**src/rtl/mem_arb_pkg.sv**
```systemverilog
// Shared encodings for the memory port arbiter: memcontrol codes, FSM states
// and requester ownership.
package mem_arb_pkg;

    localparam logic [1:0] MC_IDLE  = 2'b00;
    localparam logic [1:0] MC_READ  = 2'b01;
    localparam logic [1:0] MC_WRITE = 2'b10;

    localparam logic OWN_IF = 1'b0;
    localparam logic OWN_DM = 1'b1;

    typedef enum logic [1:0] {
        IDLE   = 2'b00,
        ACCESS = 2'b01,
        DONE   = 2'b10
    } arb_state_t;

    function automatic logic [1:0] mc_encode(input logic we);
        return we ? MC_WRITE : MC_READ;
    endfunction

endpackage

```
**src/rtl/mem_arb_rr2.sv**
```systemverilog
// Two-way round-robin pick between fetch and data requesters; on a tie the
// requester that did not win last time is chosen.
module mem_arb_rr2
    import mem_arb_pkg::*;
(
    input  logic if_req,
    input  logic dm_req,
    input  logic last_gnt,
    output logic winner,
    output logic gnt_valid
);

    // winner selection from request levels and the previous owner
    always_comb begin
        winner    = OWN_IF;
        gnt_valid = 1'b0;
        if (if_req && dm_req) begin
            gnt_valid = 1'b1;
            winner    = (last_gnt == OWN_IF) ? OWN_DM : OWN_IF;
        end else if (if_req) begin
            gnt_valid = 1'b1;
            winner    = OWN_IF;
        end else if (dm_req) begin
            gnt_valid = 1'b1;
            winner    = OWN_DM;
        end else begin
            gnt_valid = 1'b0;
            winner    = OWN_IF;
        end
    end

endmodule

```
**src/rtl/mem_port_arbiter.sv**
```systemverilog
// Shares the single memory port between instruction fetch and data accesses,
// holding each access for MEM_LAT cycles and returning read data with a valid pulse.
module mem_port_arbiter
    import mem_arb_pkg::*;
#(
    parameter int DATA_W  = 16,
    parameter int ADDR_W  = 16,
    parameter int MEM_LAT = 2
) (
    input  logic              CLOCK_50,
    input  logic              RESET_N,
    input  logic              if_req,
    input  logic [ADDR_W-1:0] if_addr,
    output logic              if_gnt,
    output logic              if_valid,
    output logic [DATA_W-1:0] if_rdata,
    input  logic              dm_req,
    input  logic              dm_we,
    input  logic [ADDR_W-1:0] dm_addr,
    input  logic [DATA_W-1:0] dm_wdata,
    output logic              dm_gnt,
    output logic              dm_valid,
    output logic [DATA_W-1:0] dm_rdata,
    output logic [1:0]        memcontrol,
    output logic [ADDR_W-1:0] addr,
    output logic [DATA_W-1:0] dataout,
    input  logic [DATA_W-1:0] datain,
    output logic              busy
);

    localparam logic [2:0] LAT_LOAD = 3'(MEM_LAT - 1);

    arb_state_t state_r;
    logic       owner_r;
    logic       we_r;
    logic       last_gnt_r;
    logic [2:0] cnt_r;
    logic       win_s;
    logic       win_valid_s;

    mem_arb_rr2 u_rr2 (
        .if_req    (if_req),
        .dm_req    (dm_req),
        .last_gnt  (last_gnt_r),
        .winner    (win_s),
        .gnt_valid (win_valid_s)
    );

    // access sequencer: arbitration, latch of the winning request, latency count
    always_ff @(posedge CLOCK_50 or negedge RESET_N) begin
        if (!RESET_N) begin
            state_r    <= IDLE;
            owner_r    <= OWN_IF;
            we_r       <= 1'b0;
            last_gnt_r <= OWN_DM;
            cnt_r      <= 3'd0;
            if_gnt     <= 1'b0;
            dm_gnt     <= 1'b0;
            if_valid   <= 1'b0;
            dm_valid   <= 1'b0;
            if_rdata   <= '0;
            dm_rdata   <= '0;
            memcontrol <= MC_IDLE;
            addr       <= '0;
            dataout    <= '0;
            busy       <= 1'b0;
        end else begin
            if_gnt   <= 1'b0;
            dm_gnt   <= 1'b0;
            if_valid <= 1'b0;
            dm_valid <= 1'b0;
            case (state_r)
                IDLE: begin
                    if (win_valid_s) begin
                        owner_r    <= win_s;
                        we_r       <= (win_s == OWN_DM) && dm_we;
                        memcontrol <= mc_encode((win_s == OWN_DM) && dm_we);
                        addr       <= (win_s == OWN_DM) ? dm_addr : if_addr;
                        if (win_s == OWN_DM) begin
                            dataout <= dm_wdata;
                        end else begin
                            dataout <= dataout;
                        end
                        if_gnt  <= (win_s == OWN_IF);
                        dm_gnt  <= (win_s == OWN_DM);
                        cnt_r   <= LAT_LOAD;
                        busy    <= 1'b1;
                        state_r <= ACCESS;
                    end else begin
                        state_r <= IDLE;
                    end
                end
                ACCESS: begin
                    if (cnt_r == 3'd0) begin
                        // read data is sampled on the final edge of the access window
                        if (!we_r && owner_r == OWN_IF) begin
                            if_rdata <= datain;
                        end else if (!we_r) begin
                            dm_rdata <= datain;
                        end else begin
                            dm_rdata <= dm_rdata;
                        end
                        memcontrol <= MC_IDLE;
                        if_valid   <= (owner_r == OWN_IF);
                        dm_valid   <= (owner_r == OWN_DM);
                        state_r    <= DONE;
                    end else begin
                        cnt_r <= cnt_r - 3'd1;
                    end
                end
                DONE: begin
                    last_gnt_r <= owner_r;
                    busy       <= 1'b0;
                    state_r    <= IDLE;
                end
                default: begin
                    memcontrol <= MC_IDLE;
                    busy       <= 1'b0;
                    state_r    <= IDLE;
                end
            endcase
        end
    end

endmodule
```
**config.mk**
```make
export PLATFORM = sky130hd
export DESIGN_NAME = mem_port_arbiter
export DESIGN_NICKNAME = d
export VERILOG_FILES = /design/src/rtl/mem_arb_pkg.sv /design/src/rtl/mem_arb_rr2.sv /design/src/rtl/mem_port_arbiter.sv
export SDC_FILE = /design/constraint.sdc
export NUM_CORES = 1
export LEC_CHECK = 0
export ABC_AREA = 1
export BUFFER_PORTS_ARGS = -buffer_cell sky130_fd_sc_hd__buf_2
export CAP_MARGIN = 40
export CORE_AREA = 2 2 88 90
export DETAILED_ROUTE_END_ITERATION = 8
export DIE_AREA = 0 0 90 92
export PLACE_DENSITY_LB_ADDON = 0.3
export SETUP_SLACK_MARGIN = 0.5
export SYNTH_ARGS = -nofsm -noshare
export SYNTH_HDL_FRONTEND = slang
export SYNTH_SLANG_ARGS = --single-unit
```
**constraint.sdc**
```tcl
create_clock -name CLOCK_50 -period 1.94 [get_ports CLOCK_50]
set_clock_uncertainty 0.1 [all_clocks]
set_input_delay 0.388 -clock CLOCK_50 [delete_from_list [all_inputs] [get_ports CLOCK_50]]
set_output_delay 0.388 -clock CLOCK_50 [all_outputs]
set_load 0.03 [all_outputs]
```
==> results of run 1 <==
-- registers in the layout (all words and copies together), names as in the netlist --
name        count
last_gnt_r      1
dm_gnt          1
cnt_r           3
busy            1
if_valid        1
dm_valid        1
if_rdata       16
dm_rdata       16
memcontrol      2
state_r         2
we_r            1
if_gnt          1
addr           16
owner_r         1
dataout        16
-- cells by family (layout without fill, tap and decap cells) --
group	Yosys count	after routing
simple gates	251	251
flops	79	79
buf+inv	42	202
compound gates	21	21
fa+ha+maj	2	2
xor+xnor	1	1
-- synth_stat cells --
cell type  instances
inv_2              2
nor2_2             1
o21ai_1            8
nand2_1          179
nor2_4             3
ha_1               2
nand2_4            2
o21ai_0           13
inv_1             25
nand3_1           37
dfstp_2            1
nor2_1            22
buf_4              2
xor2_1             1
nand2_2            5
dfrtp_1           78
nor2_8             2
inv_4              1
buf_2              8
buf_6              4
-- routing by layer --
metal	vias to the layer above	routed length, um
met5	-	0
met4	0	144
met3	14	527
met2	104	3730
met1	1457	3640
li1	1531	-
-- how the worst max path moves through the flow --
stage	end	slack, ps	cells past startpoint	start
floorplan	if_rdata[10]$_DFFE_PN0P_	510	8	cnt_r[0]$_DFFE_PN0P_
global placement	addr[8]$_DFFE_PN0P_	500	5	state_r[1]$_DFFE_PN0P_
detailed placement	addr[7]$_DFFE_PN0P_	430	5	state_r[1]$_DFFE_PN0P_
CTS	dm_rdata[2]$_DFFE_PN0P_	500	7	cnt_r[0]$_DFFE_PN0P_
global route	dm_rdata[2]$_DFFE_PN0P_	490	7	cnt_r[0]$_DFFE_PN0P_
finish	addr[8]	530	1	addr[8]$_DFFE_PN0P_
-- power breakdown --
part	switching, mW	internal (mW)	leakage, nW
clock network	0.592	0.596	0.0895
registers	0.448	2.46	0.967
logic	3.23	1.51	1.58
total	4.27	4.56	2.64
-- area by class of cell --
cell class,count,area (sq um)
tap,102,128
sequential,79,1980
clock inverter,5,58.8
fill,688,2830
multi-input combinational,275,1250
inverter,28,110
clock buffer,11,131
timing repair buffer,158,956
-- per-stage QoR --
stage	power (mW)	std cells	hold WS (ps)	utilization
final	8.83	658	136	0.620
after global routing	9.49	658	130	0.620
after detailed placement	7.29	632	293	0.565
after global placement	7.18	632	298	0.565
after floorplan	6.02	396	-7.59	-
after CTS	8.68	652	127	0.603
-- what timing repair did --
item | 4_1_cts | 5_1_grt
pin swaps | 2 | 3
endpoints found under the setup margin | 48 | 77
hold buffers | 1 | 0
hold endpoints to repair | 35 | 0
setup buffers | 3 | 4
resized for setup | 8 | 26
gates cloned | 0 | 2
==> results.md, run 1 <==
* Status: completed
* CP Capture Type: primary output
* Critical path class: flip-flop to primary output
* XOR/XNOR share of the synthesized area at 0.00258
* Hold Path Class: input pin to flip-flop
* Synth Area in Compound Gates at 0.0309
* CP arrival at 920 ps
* Worst slew pin tran at 499 ps
* DR vias at 3106
* Post-synthesis simple-gate area fraction at 0.316
* Worst Slack Setup Final at 528 ps
* CTS tree: built
* Worst vdd ir at 0.751 mV
* Die Wd at 90 um
* Wire per inst at 12.2 um
* P&R area growth vs syn at 35.9%
* Max Clock Freq at 708 MHz
* I/O Buffers at 139
* Synth cell types at 20
* Multiplexer share of the synthesized area at 0
* Pleak at 2.64 nW
* Commonest non-fill, non-tap cell in the layout: nand2_1
* WP data required at 1450 ps
* R2R Setup Slk at 570 ps
* CP startpoint kind: flip-flop
* Final slew viol count at 0
* Worst-path fanout max at 2
* Placed instance area at 4200 sq um
* Initial Util at 0.456
* Max_cap viols at 0
* GRT busiest layer: met2
* Router iterations before antenna repair at 4
* H-Tree Depth at 3
* Residual DRC count at 0
* Final Setup Violations at 0
* Period utilization at 0.728
* Post-Syn Area at 3400 sq um
* Worst-path cell chain: buf_2
* CORE AREA at 7450 sq um
* Antenna violations before repair at 0
* Total wire length at 8.04 mm
* Most frequent cells in the layout: nand2_1, buf_2, dfrtp_1
* Slowest stage delay, CP at 400 ps
* Clock sink total at 79
* Die area at 8280 sq um
* Clock transition at path regs at 80 ps
* Ys Warns at 0
* Clock Root Buffer: clkbuf_8
* R2R cell count at 5
* Area share of the largest cell type after synthesis at 0.574
* Number of synthesized register bits at 79
* GRT met1 Usage at 0.270
* Post-synthesis sequential area ratio at 0.582
* Slowest cell on the critical path: dfrtp_1
* Post-DP HPWL at 5.67 mm
* Fin crit period at 1410 ps
* RR Endpoint: addr[7]$_DFFE_PN0P_
* Setup WS pre-CTS at 428 ps
* M2 GR Usage at 0.322
* RSZ-0062 raised after global routing: true
* Antenna Cells at 0
* Hold path endpoint: dataout[15]$_DFFE_PN0P_
* Relative slew slack at 0.667
* Cell row count at 32
* Global route overflow at 0
* Post-DR vias/cell at 4.72
* Family with the most delay on the worst path: flip-flops
* Syn_nets at 467
* IO Count at 140
* Total GRT Usage at 0.202
* RD Place Congestion at 0.785
* Pwr/cell area at 1910 nW/um^2
* Pin count of the biggest net entering global routing at 40
* Clock latency on the worst-skew pair at 340 ps
* Adder-cell share of the synthesized area at 0.00736
* First-pass GRT wire length at 13.6 mm
* Final net count at 622
* Start point of the worst hold path: dm_wdata[15]
* Die Y at 92 um
* CTS Buf Count at 9
* Vias in the first global route at 2942
* Antenna viol nets, final at 0
* Buffer and inverter count on the worst path at 1
* WHS Path Cells at 3
* Post-route cell area at 4620 sq um
* Share of layout cells above drive strength 1 at 0.349
* DR iter-0 viols at 129
* Dominant cells by area after synthesis: dfrtp_1, nand2_1, nand3_1, inv_1, nor2_1
* Cell taking the most area after synthesis: dfrtp_1
* RR Startpoint: last_gnt_r$_DFFE_PN1N_
* Post-synthesis cell count at 396
* GR Layer Usage met3 at 0.0460
* Largest family of logic cells by synthesized area: simple AND/OR/NAND/NOR gates
* Maximum buffer depth of the clock tree at 2
* Mean Syn Cell Area at 8.58 sq um
* Final Hold Vio Count at 0
* Sum Neg Setup Slack at 0 ps
No activity file was read; power rests on OpenSTA's default activity.
==> inputs of run 2 (changes only) <==
- ABC_AREA: 1 -> 0
- CORE_AREA: 2 2 88 90 -> 2 2 91 93
- DIE_AREA: 0 0 90 92 -> 0 0 93 95
- clock period: 1.94 -> 1.2 ns (I/O delays scaled with it)
==> run 2 against run 1 <==
  * The run now ends with hold timing, setup timing left
  * Critical path depth up 5
  * Worst hold slack worse by 460 ps
  * Register-to-register slack worse by 1000 ps
  * Clock power up 82%
  * Sequential share of layout area down 5.5 points
  * Total power up 96%
  * Wire length up 5.3%
  * Global-route usage down 0.89 points
  * Combinational power up 110%
  * Sequential cell count unchanged
  * Critical path type is now flip-flop to flip-flop
  * Largest power group unchanged
  * Highest routed layer unchanged
==> results.md, run 2 <==
* Status: complete, but fails checks
* Violated checks: hold timing, setup timing
* First-pass GRT wire length at 13.2 mm
* IO Count at 140
* Post-DR vias/cell at 4.88
* Clock latency on the worst-skew pair at 340 ps
* Cell row count at 33
* Mean Syn Cell Area at 14.2 sq um
* CP Capture Type: flip-flop
* Critical path class: flip-flop to flip-flop
* Total wire length at 8.47 mm
* DR vias at 2618
* Worst Setup SP: cnt_r[0]$_DFFE_PN0P_
* Worst hold slack at -321 ps
* Die Wd at 93 um
* Most frequent cells in the layout: buf_6, buf_2, dfrtp_2
* Worst Slack Setup Final at -426 ps
* Worst slew pin tran at 542 ps
* Slowest stage delay, CP at 380 ps
* Final slew viol count at 0
* Router iterations before antenna repair at 5
* Clock Root Buffer: clkbuf_8
* Period utilization at 1.35
* CP endpoint: dm_rdata[8]$_DFFE_PN0P_
* Vias in the first global route at 2750
* Post-synth top cells: dfrtp_1, mux2_2, a21oi_1
* Post-DP HPWL at 5.55 mm
* Setup WS pre-CTS at -466 ps
* Dominant cells by area after synthesis: dfrtp_1, mux2_2, a21oi_1, mux2i_1, mux2_4
* Fin crit period at 1630 ps
* I/O Buffers at 139
* Ys async rst share at 1.00
* P&R area growth vs syn at 67.3%
* Pwr/cell area at 3140 nW/um^2
* Post-route cell area at 5500 sq um
* Antenna Cells at 0
* DR iter-0 viols at 61
* Maximum buffer depth of the clock tree at 2
* CP startpoint kind: flip-flop
* Fill cells at 578
* CORE AREA at 7930 sq um
* Placed instance area at 4420 sq um
* Relative slew slack at 0.637
* Global route overflow at 0
* Worst vdd ir at 1.87 mV
* Commonest non-fill, non-tap cell in the layout: buf_6
* Post-Syn Area at 3290 sq um
* Ys flop type: dfrtp_1
* RSZ-0062 raised after global routing: true
* Cell taking the most area after synthesis: dfrtp_1
* Post-synthesis sequential area ratio at 0.602
* Clock sink total at 79
* Post-layout total power at 17.3 mW
* Hold Path Class: input pin to asynchronous set/reset pin
* Most frequent cell after synthesis: dfrtp_1
* Final net count at 497
* R2R cell count at 6
* RD Place Congestion at 0.790
* Antenna viol nets, final at 0
* Wire per inst at 15.8 um
* RR Startpoint: cnt_r[0]$_DFFE_PN0P_
* H-Tree Depth at 3
* Ys Warns at 0
* Slowest cell on the critical path: dfrtp_1
* Max_cap viols at 0
* Residual DRC count at 0
* CTS tree: built
* Synth cell types at 38
* Area share of the largest cell type after synthesis at 0.594
* Max Clock Freq at 615 MHz
* Initial Util at 0.415
* CTS Buf Count at 9
* CP arrival at 1750 ps
* Syn_nets at 303
* Share of layout cells above drive strength 1 at 0.807
* Sum Neg Setup Slack at -26490 ps
* Worst-path fanout max at 8
* Number of synthesized register bits at 79
* R2R Setup Slk at -430 ps
* RR Endpoint: dm_rdata[8]$_DFFE_PN0P_
* Post-synthesis cell count at 232
* Post-synth EDFFs at 0
* Clock transition at path regs at 90 ps
* Pleak at 2.57 nW
* Final Setup Violations at 147
* Final Hold Vio Count at 67
* WP data required at 1320 ps
* Pin count of the biggest net entering global routing at 25
* Antenna violations before repair at 0
* Die area at 8840 sq um
* Worst-path cell chain: inv_2 -> ha_4 -> and4bb_4 -> nand3b_4 -> buf_12 -> mux2_4
* Total GRT Usage at 0.193
* Die Y at 95 um
## run 2: worst max-delay path, delay by kind of cell (launching register included)
family                   cells  cell delay [ps]
flip-flops                   1              380
AND/OR/NAND/NOR              2              360
multiplexers                 1              300
buffers and inverters        2              240
adder cells (fa/ha/maj)      1              130
## run 2: kinds of logic after synthesis
logic type	Yosys count	share of synthesized area
compound gates	47	0.0837
fa+ha+maj	2	0.00761
buf+inv	17	0.0316
flops	79	0.602
mux	64	0.225
simple gates	23	0.0510
## run 2: what timing repair did
| item | 4_1_cts | 5_1_grt |
|---|---|---|
| gates resized for setup | 174 | 9 |
| pin swaps | 14 | 15 |
| cloned | 2 | 0 |
| endpoints found under the hold margin | 68 | 57 |
| buffers inserted | 17 | 9 |
| setup endpoints to repair | 150 | 150 |
## run 2: layout make-up
type / instances / area [sq um] / area share
flip-flops and latches: 79 / 2050 / 0.373
repair buffers: 194 / 1700 / 0.309
multi-input cells: 137 / 1380 / 0.251
clock buffers: 11 / 131 / 0.0239
well taps: 105 / 131 / 0.0239
clock inverters: 5 / 81.3 / 0.0148
inverters: 5 / 18.8 / 0.00341
## run 2: per-stage QoR
stage	util	instances
floorplan	-	232
global placement	0.558	492
detailed placement	0.558	492
CTS	0.679	527
global route	0.694	536
finish	0.694	536
## run 2: report_power, final
part	switching (mW)	internal [mW]	leakage, nW
registers	0.971	4.18	0.863
logic	4.93	5.04	1.61
clock network	0.977	1.18	0.104
total	6.88	10.4	2.57
## run 2: how the worst min path moves through the flow
stage	to	slack, ps
3_5_place_dp	dm_rdata[10]$_DFFE_PN0P_	50
2_1_floorplan	addr[0]$_DFFE_PN0P_	-160
6_report	dm_rdata[10]$_DFFE_PN0P_	-320
5_1_grt	if_rdata[6]$_DFFE_PN0P_	-330
4_1_cts	dm_rdata[10]$_DFFE_PN0P_	-320
3_3_place_gp	dm_rdata[10]$_DFFE_PN0P_	50
## run 2: routing by layer
metal | share of wire | GRT usage | routed length [um] | up-vias
li1 | - | - | - | 1218
met1 | 0.41 | 0.238 | 3460 | 1300
met2 | 0.52 | 0.332 | 4380 | 92
met3 | 0.064 | 0.0567 | 546 | 8
met4 | 0.010 | 0.0576 | 87 | 0
met5 | 0 | 0 | 0 | -
